### src/rtl/pc_chain_sequencer.sv
// Control sequencer for a program counter built from cascaded 4-bit loadable counter slices.
// Arbitrates jump loads against free-running increment and can halt at terminal count.
module pc_chain_sequencer #(
    parameter int WIDTH      = 16,
    parameter int RST_CYCLES = 2,
    parameter int WRAP       = 1
) (
    input  logic             CP,
    input  logic             _MR,
    input  logic             run,
    input  logic             stall,
    input  logic             jmp_req,
    input  logic [WIDTH-1:0] jmp_addr,
    output logic             jmp_ack,
    output logic             cnt_MR_n,
    output logic             cnt_PE_n,
    output logic             cnt_CEP,
    output logic             cnt_CET,
    output logic [WIDTH-1:0] cnt_D,
    input  logic [WIDTH-1:0] cnt_Q,
    input  logic             cnt_TC,
    output logic             halted,
    output logic [2:0]       state
);

    localparam logic [2:0] S_INIT = 3'd0;
    localparam logic [2:0] S_IDLE = 3'd1;
    localparam logic [2:0] S_RUN  = 3'd2;
    localparam logic [2:0] S_LOAD = 3'd3;
    localparam logic [2:0] S_HALT = 3'd4;

    localparam int          CW         = (RST_CYCLES > 1) ? $clog2(RST_CYCLES) : 1;
    localparam logic [CW-1:0] INIT_LAST = CW'(RST_CYCLES - 1);
    localparam bit          HALT_AT_TC = (WRAP == 0);

    logic [2:0]       state_q, state_d, state_dec;
    logic [CW-1:0]    init_cnt_q, init_cnt_d;
    logic [WIDTH-1:0] jreg_q, jreg_d;

    // The PC value itself is consumed by the control unit, not by the sequencer.
    logic unused_pc;
    assign unused_pc = ^cnt_Q;

    // Encodings 5..7 cannot be reached; treat them as INIT so the chain is held cleared.
    assign state_dec = (state_q > S_HALT) ? S_INIT : state_q;
    assign state     = state_dec;

    always_ff @(posedge CP) begin
        if (!_MR) begin
            state_q    <= S_INIT;
            init_cnt_q <= '0;
            jreg_q     <= '0;
        end else begin
            state_q    <= state_d;
            init_cnt_q <= init_cnt_d;
            jreg_q     <= jreg_d;
        end
    end

    always_comb begin
        state_d    = state_dec;
        init_cnt_d = init_cnt_q;
        jreg_d     = jreg_q;
        case (state_dec)
            S_IDLE: begin
                if (jmp_req) begin
                    jreg_d  = jmp_addr;
                    state_d = S_LOAD;
                end else if (run) begin
                    state_d = S_RUN;
                end
            end
            S_RUN: begin
                if (jmp_req) begin
                    jreg_d  = jmp_addr;
                    state_d = S_LOAD;
                end else if (HALT_AT_TC && cnt_TC) begin
                    state_d = S_HALT;
                end else if (!run) begin
                    state_d = S_IDLE;
                end
            end
            S_LOAD: state_d = run ? S_RUN : S_IDLE;
            S_HALT: begin
                if (jmp_req) begin
                    jreg_d  = jmp_addr;
                    state_d = S_LOAD;
                end
            end
            default: begin
                if (init_cnt_q == INIT_LAST) begin
                    state_d = S_IDLE;
                end else begin
                    init_cnt_d = init_cnt_q + CW'(1);
                end
            end
        endcase
    end

    // Controls are combinational so the chain acts on the same edge the FSM moves.
    always_comb begin
        cnt_MR_n = 1'b1;
        cnt_PE_n = 1'b1;
        cnt_CEP  = 1'b0;
        cnt_CET  = 1'b0;
        cnt_D    = '0;
        jmp_ack  = 1'b0;
        halted   = 1'b0;
        case (state_dec)
            S_IDLE: ;
            S_RUN: begin
                cnt_CET = 1'b1;
                cnt_CEP = run & ~stall & ~jmp_req & ~(HALT_AT_TC & cnt_TC);
            end
            S_LOAD: begin
                cnt_PE_n = 1'b0;
                cnt_D    = jreg_q;
                jmp_ack  = 1'b1;
            end
            S_HALT: halted = 1'b1;
            default: cnt_MR_n = 1'b0;
        endcase
        if (!_MR) begin
            cnt_MR_n = 1'b0;
            cnt_PE_n = 1'b1;
            cnt_CEP  = 1'b0;
            cnt_CET  = 1'b0;
            cnt_D    = '0;
            jmp_ack  = 1'b0;
            halted   = 1'b0;
        end
    end

endmodule

### config.mk
export PLATFORM = sky130hd
export DESIGN_NAME = pc_chain_sequencer
export DESIGN_NICKNAME = d
export VERILOG_FILES = /design/src/rtl/pc_chain_sequencer.sv
export SDC_FILE = /design/constraint.sdc
export NUM_CORES = 1
export LEC_CHECK = 0
export ABC_CLOCK_PERIOD_IN_PS = 1290
export CAP_MARGIN = 25
export CORE_MARGIN = 2
export CORE_UTILIZATION = 33
export DETAILED_ROUTE_END_ITERATION = 12
export PLACE_DENSITY = 0.75
export SYNTH_ARGS = -nofsm -noshare
export SYNTH_HDL_FRONTEND = slang
export SYNTH_SLANG_ARGS = --single-unit
### constraint.sdc
create_clock -name CP -period 1.29 [get_ports CP]
set_input_delay 0.258 -clock CP [delete_from_list [all_inputs] [get_ports CP]]
set_output_delay 0.258 -clock CP [all_outputs]
set_load 0.02 [all_outputs]
Word-level counts from Yosys, hierarchy flattened. Index checks and enable logic that the tools add are counted.

$add $sub $neg: 1. Multipliers: 0. Divide/modulo/power cells: 0. Magnitude comparators: 1. Equality and inequality tests: 4. Shifts and indexed selects: 0. Multiplexer cells: 24. Bitwise gates (word level): 4. Reductions and logical operators: 3.

Operators by type and width (count): 2-to-1 mux 16 bit (2); 2-to-1 mux 3 bit (7); 2-to-1 mux 1 bit (13); case mux 3 bit (4 select lines) (1); equality test 3 x 2 -> 1 bit, second input constant (2); OR reduction 4 bit (1); equality test 3 x 1 -> 1 bit, second input constant (1); equality test 3 bit, second input constant (1); greater-than comparator 3 bit, second input constant (1); OR reduction 3 bit (1); bitwise AND 1 bit (2); 2-to-1 mux 2 bit (1); NOT 1 bit (2); AND reduction 2 bit (1); adder 1 bit, second input constant (1).

Bits in registers: 20. Latch bits: 0. RAM bits: 0. Memory bits (read-only): 0. Input bits: 38. Output and inout port bits: 25. Logic and storage cells: 40. Memories: 0.

Longest topological paths before layout. Gate-level depths: netlist of the first run.

Depth in word-level cells: 6. Depth in mapped cells: 6. Gate-level depth less buffers: 3.

Least setup slack after synthesis of the first run. OpenSTA, ideal clock, no wires.

Path type: register to output. Start: register state_q[1]. End: output port cnt_CEP. Data arrival time: 1458 ps. Required time: 1032 ps. Slack: -426 ps. Stages on the path, launching flop included: 4. Path through: dfxtp_1 nor2b_4 nand2_1 nor4_1.

Cells in the longest elaborated chain, start to end: 5.

Ends and longest elaborated chain: start, declared (line 36) `logic [2:0] state_q, state_d, state_dec;`; start signal, assigned (line 54) `state_q <= state_d;`; greater-than comparator 3 bit (line 45) `assign state_dec = (state_q > S_HALT) ? S_INIT : state_q;`; 2-to-1 mux 3 bit (*) (line 45); net state[1] (line 23) `output logic [2:0] state`; equality test 3 x 2 -> 1 bit (*) (line 109) `case (state_dec)`; 2-to-1 mux 1 bit (*) (line 109); 2-to-1 mux 1 bit (*) (line 123) `if (!_MR) begin`; end, declared (line 17) `output logic cnt_CEP,`.

Mark *: on every way through the listed nets, which the timed path passes. The rest lies on a longest branch.

Worst setup path after layout of the first run.
Start: register state_q[1]. End: output port cnt_D[11].

Cells in the longest elaborated chain, start to end: 5.

Ends and longest elaborated chain: greater-than comparator 3 bit (line 45); 2-to-1 mux 3 bit (*) (line 45); equality test 3 x 2 -> 1 bit (*) (line 109); 2-to-1 mux 16 bit (*) (line 109); 2-to-1 mux 16 bit (*) (line 123); end, declared (line 19) `output logic [WIDTH-1:0] cnt_D,`.

Every way passes the cells marked *; elsewhere a longest branch is shown, timed or not.

==> impl_metrics.json, run 1 <==
{
  "vias_per_cell": 4.65,
  "initial_utilization": 0.348,
  "syn-mean-instance-area_sq_um": 8.35,
  "use_met3": 0.0128,
  "grt_first_pass_wirelength_mm": 4.39,
  "postRouteAntennaNets": 0,
  "dieArea_sq_um": 3680,
  "maxCapViolCount": 0,
  "combinationalPowerShare": 0.290,
  "seqPwrFrac": 0.435,
  "root_buffer": "clkbuf_4",
  "ys_warn_count": 0,
  "finalNetCount": 225,
  "violations": "negative setup slack",
  "power_density_nw_per_um2": 853,
  "postSynthCellCount": 127,
  "timing.final.ws_setup_ps": -383,
  "n_antenna_cell": 0,
  "dp.cells": 220,
  "routedWlPerCell_microns": 12.2,
  "cts_buffers": 3,
  "vias": 1070,
  "min_period_ps": 1670,
  "crit_path_start": "state_q[1]$_SDFF_PN0_",
  "cts_htree_levels": 1,
  "met2_usage": 0.273,
  "dp_slack_ps": -825,
  "grt_overflow_total": 0,
  "drive_above_1_share": 0.441,
  "layoutNonFillerInstCount": 230,
  "area_growth_pct": 79.2,
  "ys_seq_elements": 20,
  "rsz0062_at_grt": "true",
  "io_pins": 63,
  "synth_nets": 165,
  "synthesis.area_sq_um": 1060,
  "clock_skew_ps": 4.81,
  "hold_viol_final": 0,
  "power_frac_clock": 0.275,
  "ir_drop_v": 0.000479,
  "dieWidth_microns": 60.7,
  "holdCritPathClass": "flip-flop to flip-flop",
  "timing.rr.start": "state_q[1]$_SDFF_PN0_",
  "switching_share": 0.276,
  "dieHeight_microns": 60.7,
  "path_clk_slew_ps": 120,
  "timing.fmax_mhz": 598,
  "end_kind": "output port",
  "crit_path_end": "cnt_D[11]",
  "grt_pass1_vias": 1039,
  "ff2ff_setup_slack_ps": -170,
  "core_area_sq_um": 3050,
  "numClockSinks": 20,
  "status": "finished with violations",
  "grt.busiest_layer": "met2",
  "rows": 20,
  "first_iter_violations": 17,
  "maxSlewHeadroom": 0.844,
  "r2r-end": "jreg_q[7]$_SDFFE_PN0P_",
  "totalWireLength_mm": 2.80,
  "ys_seq_area_frac": 0.377,
  "fin_area_sq_um": 1900,
  "cts_buffer_depth": 2,
  "gp_congestion": 0.798,
  "synth_cell_types": 25,
  "antenna_found_initial": 0,
  "setup-tns-final_ps": -10560,
  "grt_usage": 0.158,
  "fin_crit_sh": 1.30,
  "cellLeakagePower_nw": 0.823,
  "slew_violations": 0,
  "r2r_cells": 6,
  "startpoint_type": "flip-flop",
  "cts_tree": "built",
  "drtPass1Iterations": 4,
  "crit_type": "flip-flop to output port",
  "cp.arrival_ps": 1410,
  "use_met1": 0.189,
  "p_total_w": 0.00162,
  "dpl.hpwl_mm": 1.92,
  "cp_max_fo": 8,
  "clk_latency_ps": 310,
  "max_slew.worst_pin.slew_ps": 234,
  "grt_max_degree": 27,
  "internal_power_w": 0.00117,
  "switchingPower_w": 0.000449,
  "place_area_sq_um": 1650,
  "setup_viol": 41,
  "cp.required_ps": 1030,
  "drc": 0,
  "port_buffers": 45
}
==> what timing repair did <==
action | 4_1_cts | 5_1_grt
hold buffers | 0 | 0
gates resized for setup | 177 | 15
pin swaps | 15 | 11
buffers inserted | 2 | 2
setup endpoints to repair | 41 | 43
cloned | 2 | 0
==> power by group through the flow <==
stage	Sequential [W]	Clock, W	Combinational, W
after detailed placement	0.000710	0	0.000365
final	0.000705	0.000447	0.000470
after global routing	0.000713	0.000489	0.000503
after floorplan	0.000703	0	0.000222
after global placement	0.000707	0	0.000356
after CTS	0.000703	0.000460	0.000419
==> metal layers <==
metal | share of wire | wire length (microns) | up-vias
met1 | 0.42 | 1180 | 500
met4 | 0.021 | 58 | 0
met5 | 0 | 0 | -
met2 | 0.51 | 1420 | 34
li1 | - | - | 532
met3 | 0.051 | 142 | 4
==> flip-flops by register name, indices dropped and copies added (netlist names) <==
signal	cells
state_q	3
init_cnt_q	1
jreg_q	16
==> layout by cell type, fill, tap and decap left out <==
cell type | Yosys | routed
buf_6 | 1 | 32
nor2b_4 | 1 | 2
nand2b_1 | 1 | 1
inv_2 | 0 | 1
xnor2_2 | 0 | 1
o21a_1 | 1 | 1
inv_1 | 3 | 2
o22ai_4 | 0 | 1
clkbuf_4 | 0 | 3
clkdlybuf4s50_1 | 0 | 19
dfxtp_1 | 20 | 17
a311oi_2 | 0 | 1
and3b_1 | 1 | 1
and2_1 | 19 | 2
o21ai_1 | 0 | 2
clkbuf_16 | 0 | 1
mux2i_1 | 17 | 17
nor2_4 | 0 | 2
nand2_4 | 0 | 1
nand2_1 | 33 | 32
dfxtp_2 | 0 | 1
o21ai_2 | 0 | 1
a21boi_0 | 1 | 1
and3_1 | 3 | 1
dfxtp_4 | 0 | 2
o311a_1 | 1 | 1
and2_4 | 0 | 17
dlygate4sd2_1 | 0 | 1
nor3_1 | 1 | 1
nor4_4 | 0 | 1
o2111a_1 | 1 | 1
buf_4 | 0 | 11
nor2b_1 | 5 | 4
and3_4 | 0 | 4
==> cell families (layout without fill, tap and decap cells) <==
logic type,count (synthesis),after routing,share of synthesized area
and+or+nand+nor,67,69,0.321
buffers and inverters,13,70,0.0708
AOI/OAI and AO/OA,9,9,0.0625
DFF,20,20,0.377
muxes,17,17,0.160
xor gates and xnor gates,1,1,0.00826
==> synthesized netlist by cell type <==
| cell | instances | area, sq um |
|---|---|---|
| nand2_1 | 33 | 124 |
| dfxtp_1 | 20 | 400 |
| and2_1 | 19 | 119 |
| mux2i_1 | 17 | 170 |
| clkbuf_1 | 6 | 22.5 |
| nor2b_1 | 5 | 31.3 |
| and3_1 | 3 | 18.8 |
| inv_1 | 3 | 11.3 |
| o21ai_0 | 3 | 15.0 |
| buf_2 | 2 | 10.0 |
| nor2_1 | 2 | 7.51 |
| a21boi_0 | 1 | 7.51 |
| a311oi_1 | 1 | 8.76 |
| and3b_1 | 1 | 8.76 |
| buf_12 | 1 | 20.0 |
| buf_6 | 1 | 11.3 |
| nand2b_1 | 1 | 6.26 |
| nor2b_4 | 1 | 13.8 |
| nor3_1 | 1 | 5.00 |
| nor4_1 | 1 | 6.26 |
| o2111a_1 | 1 | 11.3 |
| o21a_1 | 1 | 7.51 |
| o22ai_1 | 1 | 6.26 |
| o311a_1 | 1 | 10.0 |
| xnor2_1 | 1 | 8.76 |
==> cell type report <==
class	count	area [sq um]
inverter	3	11.3
fill	273	1150
clock buffer	4	47.5
multi-input combinational	96	737
timing repair buffer	63	642
tap	44	55.1
sequential	20	409
==> worst max-delay path: stages (launching register included) <==
cell	delay, ps
dfxtp_4	370
nor2b_4	210
and3_4	270
and2_4	150
buf_6	100
==> worst min-delay path by stage <==
| stage | startpoint | endpoint | slack, ps | depth (start not counted) |
|---|---|---|---|---|
| CTS | jreg_q[3]$_SDFFE_PN0P_ | jreg_q[3]$_SDFFE_PN0P_ | 460 | 2 |
| global route | jmp_addr[9] | jreg_q[9]$_SDFFE_PN0P_ | 480 | 3 |
| floorplan | jmp_req | state_q[2]$_SDFF_PN0_ | 330 | 1 |
| detailed placement | jreg_q[3]$_SDFFE_PN0P_ | jreg_q[3]$_SDFFE_PN0P_ | 450 | 2 |
| finish | jreg_q[11]$_SDFFE_PN0P_ | jreg_q[11]$_SDFFE_PN0P_ | 470 | 2 |
| global placement | jreg_q[3]$_SDFFE_PN0P_ | jreg_q[3]$_SDFFE_PN0P_ | 440 | 2 |
==> per-stage QoR <==
stage,hold WS [ps],util
floorplan,330,-
detailed placement,447,0.541
global placement,441,0.541
finish,466,0.623
CTS,465,0.600
global route,484,0.623
Note: power is estimated with default switching activity, not from simulation.
==> run 2: changes to the inputs <==
--- a/config.mk
+++ b/config.mk
@@ -7,10 +7,14 @@
 export LEC_CHECK = 0
 export ABC_CLOCK_PERIOD_IN_PS = 1290
 export CAP_MARGIN = 25
+export CELL_PAD_IN_SITES_DETAIL_PLACEMENT = 1
+export CELL_PAD_IN_SITES_GLOBAL_PLACEMENT = 1
 export CORE_MARGIN = 2
-export CORE_UTILIZATION = 33
+export CORE_UTILIZATION = 23
 export DETAILED_ROUTE_END_ITERATION = 12
-export PLACE_DENSITY = 0.75
+export PLACE_DENSITY_LB_ADDON = 0.1
+export SLEW_MARGIN = 20
 export SYNTH_ARGS = -nofsm -noshare
 export SYNTH_HDL_FRONTEND = slang
 export SYNTH_SLANG_ARGS = --single-unit
+export TNS_END_PERCENT = 100
==> run 2 against run 1 <==
The run still ends with negative setup slack left; sequential share of layout area down 0.62 points; largest power group unchanged; power rose by 8.3%; via count up 3.0%; global-route usage is 1.7 points lower; cell count grew 6.1%; die area up 40%; clock skew is essentially flat; critical path type unchanged.
==> impl_metrics.json, run 2 (synthesis gave the netlist of run 1 again) <==
{
  "violations": "negative setup slack",
  "root_buffer": "clkbuf_8",
  "n_antenna_cell": 0,
  "dieWidth_microns": 71.9,
  "routedWlPerCell_microns": 14.2,
  "clk_latency_ps": 260,
  "use_met1": 0.172,
  "fin_crit_sh": 1.29,
  "drive_above_1_share": 0.432,
  "grt_usage": 0.141,
  "rsz0062_at_grt": "true",
  "drc": 0,
  "cpPeakStageDelay_ps": 360,
  "cts_htree_levels": 1,
  "p_total_w": 0.00176,
  "grt.busiest_layer": "met2",
  "vias_per_cell": 4.52,
  "gp_congestion": 0.707,
  "cp.arrival_ps": 1410,
  "dieHeight_microns": 71.9,
  "area_growth_pct": 84.6,
  "dpl.hpwl_mm": 2.28,
  "slew_violations": 0,
  "switching_share": 0.264,
  "internal_power_w": 0.00129,
  "finalNetCount": 231,
  "cts_buffers": 3,
  "cp_num_buf_inv": 2,
  "core_area_sq_um": 4410,
  "crit_top_cell": "buf_6",
  "rows": 24,
  "initial_utilization": 0.240,
  "holdCritPathClass": "flip-flop to flip-flop",
  "antenna_found_initial": 0,
  "setup-tns-final_ps": -11630,
  "layout_common_cells": "nand2_1, buf_6, clkdlybuf4s50_1",
  "grt_pass1_vias": 1178,
  "top_regs": "jreg_q: 16 flops, state_q: 3 flops, init_cnt_q: 1 flops",
  "cts_buffer_depth": 2,
  "place_area_sq_um": 1660,
  "grt_overflow_total": 0,
  "combinationalPowerShare": 0.285,
  "power_frac_clock": 0.316,
  "ir_drop_v": 0.000569,
  "io_pins": 63,
  "maxSlewHeadroom": 0.834,
  "regMostFlops": "jreg_q",
  "cp_max_fo": 4,
  "switchingPower_w": 0.000464,
  "met2_usage": 0.251,
  "max_slew.worst_pin.slew_ps": 248,
  "largest_register_ffs": 16,
  "timing.final.ws_setup_ps": -377,
  "status": "finished with violations",
  "seqPwrFrac": 0.399,
  "fin_hold_ws_ps": 462,
  "setup_viol": 40,
  "drtPass1Iterations": 4,
  "cts_tree": "built",
  "final_common_cell": "nand2_1",
  "final_util": 0.444,
  "grt_first_pass_wirelength_mm": 5.69,
  "crit_type": "flip-flop to output port",
  "path_clk_slew_ps": 70,
  "power_density_nw_per_um2": 897,
  "clock_skew_ps": 5.09,
  "cpLargestDelayFamily": "simple AND/OR/NAND/NOR gates",
  "min_period_ps": 1670,
  "port_buffers": 45,
  "dieArea_sq_um": 5170,
  "path_cells": "nor2b_4 > buf_6 > and3_4 > and2_4 > buf_6",
  "fillCellCount": 502,
  "end_kind": "output port",
  "cellLeakagePower_nw": 0.843,
  "vias": 1102,
  "hold_viol_final": 0,
  "cp.required_ps": 1030,
  "startpoint_type": "flip-flop",
  "postRouteAntennaNets": 0,
  "use_met3": 0.0389,
  "cpMaxStageDelayCell": "dfxtp_4",
  "grt_max_degree": 21,
  "maxCapViolCount": 0,
  "first_iter_violations": 27,
  "numClockSinks": 20,
  "totalWireLength_mm": 3.47,
  "timing.fmax_mhz": 600,
  "fin_area_sq_um": 1960
}
-- run 2: per-stage QoR --
step	std cells	setup WS (ps)
finish	244	-377
global route	244	-429
CTS	237	-396
detailed placement	228	-840
global placement	228	-810
floorplan	127	-165
-- run 2: area by class of cell --
cell class              count  area [sq um]  area share
well taps                  52          65.1      0.0332
clock buffers               4          66.3      0.0339
flip-flops and latches     20           409       0.209
repair buffers             68           694       0.355
multi-input cells          97           712       0.364
inverters                   3          11.3     0.00575
-- run 2: per-layer routing --
metal / vias to the layer above / part of all wire
li1: 547 / -
met1: 518 / 0.43
met2: 31 / 0.49
met3: 6 / 0.059
met4: 0 / 0.014
met5: - / 0
-- run 2: tightest hold or removal path: stages, from the launching register on --
cell     delay, ps
dfxtp_1        320
nand2_1         50
mux2i_1         50
-- run 2: power groups by stage --
stage	registers (W)	clock network, W	logic, W
detailed placement	0.000710	0	0.000388
CTS	0.000707	0.000585	0.000438
finish	0.000701	0.000555	0.000502
floorplan	0.000703	0	0.000222
global placement	0.000708	0	0.000376
global route	0.000708	0.000607	0.000543
-- run 2: final timing paths --
path | startpoint | end | slack, ps | depth (start not counted)
worst max-delay path | state_q[1]$_SDFF_PN0_ | cnt_D[7] | -380 | 5
worst min-delay path | jreg_q[12]$_SDFFE_PN0P_ | jreg_q[12]$_SDFFE_PN0P_ | 460 | 2
worst max register to register | state_q[1]$_SDFF_PN0_ | jreg_q[6]$_SDFFE_PN0P_ | -280 | 7
worst min register to register | jreg_q[12]$_SDFFE_PN0P_ | jreg_q[12]$_SDFFE_PN0P_ | 460 | 2
-- run 2: timing repair --
action	in CTS	in global routing
gates resized for setup	165	14
pin swaps	12	1
endpoints found under the setup margin	41	41
buffers inserted	2	7
gates cloned	3	0
hold buffers	0	0
==> run 3: changes to the inputs <==
--- a/config.mk
+++ b/config.mk
@@ -12,6 +12,7 @@
 export CORE_MARGIN = 2
 export CORE_UTILIZATION = 23
 export DETAILED_ROUTE_END_ITERATION = 12
+export MAX_ROUTING_LAYER = met4
 export PLACE_DENSITY_LB_ADDON = 0.1
 export SLEW_MARGIN = 20
 export SYNTH_ARGS = -nofsm -noshare
==> run 3 against run 2 <==
Worst setup slack about the same; the flow still finishes with violations (negative setup slack); combinational power up 1%; flip-flop and latch count unchanged; clock-buffer cell count unchanged; via count unchanged; maximum frequency about the same; cell count up 0.41%; critical path type unchanged; wire length up 0.78%; power up 0.49%; critical path depth unchanged.
==> impl_metrics.json, run 3 (synthesis gave the netlist of run 1 again) <==
{
  "initial_utilization": 0.240,
  "n_antenna_cell": 0,
  "vias_per_cell": 4.50,
  "grt_pass1_vias": 1170,
  "io_pins": 63,
  "drc": 0,
  "violations": "negative setup slack",
  "antenna_found_initial": 0,
  "final_common_cell": "nand2_1",
  "crit_type": "flip-flop to output port",
  "layoutNonFillerInstCount": 245,
  "grt_usage": 0.146,
  "dpl.hpwl_mm": 2.28,
  "grt_overflow_total": 0,
  "end_kind": "output port",
  "place_area_sq_um": 1660,
  "rsz0062_at_grt": "true",
  "holdCritPathClass": "flip-flop to flip-flop",
  "grt_max_degree": 21,
  "dp.cells": 228,
  "rows": 24,
  "path_cells": "nor2b_4 > buf_6 > and3_4 > and2_4 > buf_6",
  "slew_violations": 0,
  "maxCapViolCount": 0,
  "drive_above_1_share": 0.435,
  "power_density_nw_per_um2": 898,
  "area_growth_pct": 85.3,
  "seq_area_sq_um": 409,
  "ir_drop_v": 0.000569,
  "fillCellCount": 500,
  "hold_viol_final": 0,
  "routedWlPerCell_microns": 14.3,
  "grt_first_pass_wirelength_mm": 5.73,
  "numClockSinks": 20,
  "root_buffer": "clkbuf_8",
  "dieWidth_microns": 71.9,
  "clk_latency_ps": 260,
  "core_area_sq_um": 4410,
  "drtPass1Iterations": 4,
  "timing.fmax_mhz": 600,
  "gp_congestion": 0.715,
  "path_clk_slew_ps": 70,
  "startpoint_type": "flip-flop",
  "maxSlewHeadroom": 0.831,
  "final_util": 0.445,
  "fin_crit_sh": 1.29,
  "max_slew.worst_pin.slew_ps": 252,
  "cts_htree_levels": 1,
  "cp.arrival_ps": 1410,
  "cts_tree": "built",
  "cpPeakStageDelay_ps": 360,
  "cp_max_fo": 4,
  "cts_buffers": 3,
  "top_regs": "jreg_q: 16 flops, state_q: 3 flops, init_cnt_q: 1 flops",
  "status": "finished with violations",
  "postRouteAntennaNets": 0,
  "cts_hold_buf": 0,
  "clock_skew_ps": 5.76,
  "first_iter_violations": 21,
  "setup_viol": 40,
  "vias": 1102,
  "port_buffers": 45,
  "dieHeight_microns": 71.9,
  "regMostFlops": "jreg_q",
  "min_period_ps": 1670,
  "cp.required_ps": 1030,
  "dieArea_sq_um": 5170,
  "cellLeakagePower_nw": 0.848,
  "largest_register_ffs": 16,
  "layout_common_cells": "nand2_1, buf_6, clkdlybuf4s50_1",
  "fin_area_sq_um": 1970,
  "cts_buffer_depth": 2,
  "multi_input_area_sq_um": 712,
  "finalNetCount": 232,
  "crit_top_cell": "buf_6",
  "totalWireLength_mm": 3.50,
  "cpMaxStageDelayCell": "dfxtp_4",
  "timing.final.ws_setup_ps": -377
}
run 3: changes by cell type in the layout (fill, tap and decap cells not counted):
cell   delta
buf_4     +1
run 3: final timing paths:
path / slack, ps / start / to / depth (start not counted)
hold / removal: 460 / jreg_q[12]$_SDFFE_PN0P_ / jreg_q[12]$_SDFFE_PN0P_ / 2
setup / recovery: -380 / state_q[1]$_SDFF_PN0_ / cnt_D[7] / 5
hold reg to reg: 460 / jreg_q[12]$_SDFFE_PN0P_ / jreg_q[12]$_SDFFE_PN0P_ / 2
setup reg to reg: -280 / state_q[1]$_SDFF_PN0_ / jreg_q[6]$_SDFFE_PN0P_ / 7
run 3: through the flow:
stage	power, W	setup slack [ps]	TNS [ps]	hold slack, ps
after floorplan	0.000925	-165	-2590	330
after CTS	0.00173	-396	-10200	469
after global routing	0.00187	-431	-13560	494
final	0.00177	-377	-11610	462
after global placement	0.00108	-810	-21170	438
after detailed placement	0.00110	-840	-22150	454
run 3: where the power goes:
group	total [W]	switching, W	leakage (nW)	internal [W]
Combinational	0.000509	0.000216	0.649	0.000293
Clock	0.000556	0.000220	0.0339	0.000336
Sequential	0.000701	0.0000318	0.165	0.000669
run 3: critical path: cells and delay by family, from the launching register on:
family                 cells  cell delay (ps)
AND/OR/NAND/NOR            3              570
flip-flops                 1              360
buffers and inverters      2              230
run 3: repair_timing:
item | CTS | global route
pin swaps | 12 | 1
cloned | 3 | 0
endpoints found under the setup margin | 41 | 41
hold endpoints to repair | 0 | 0
setup buffers | 2 | 8
resized for setup | 165 | 14
run 3: area by class of cell:
cell class / count / area share
inverters: 3 / 0.00573
repair buffers: 69 / 0.357
well taps: 52 / 0.0331
multi-input cells: 97 / 0.362
clock buffers: 4 / 0.0337
flip-flops and latches: 20 / 0.208
run 3: metal layers:
metal,track usage,share of wire,vias to the layer above
met5,-,0,-
met4,0.0252,0.014,0
met3,0.0347,0.052,6
li1,-,-,547
met1,0.177,0.44,521
met2,0.250,0.49,28
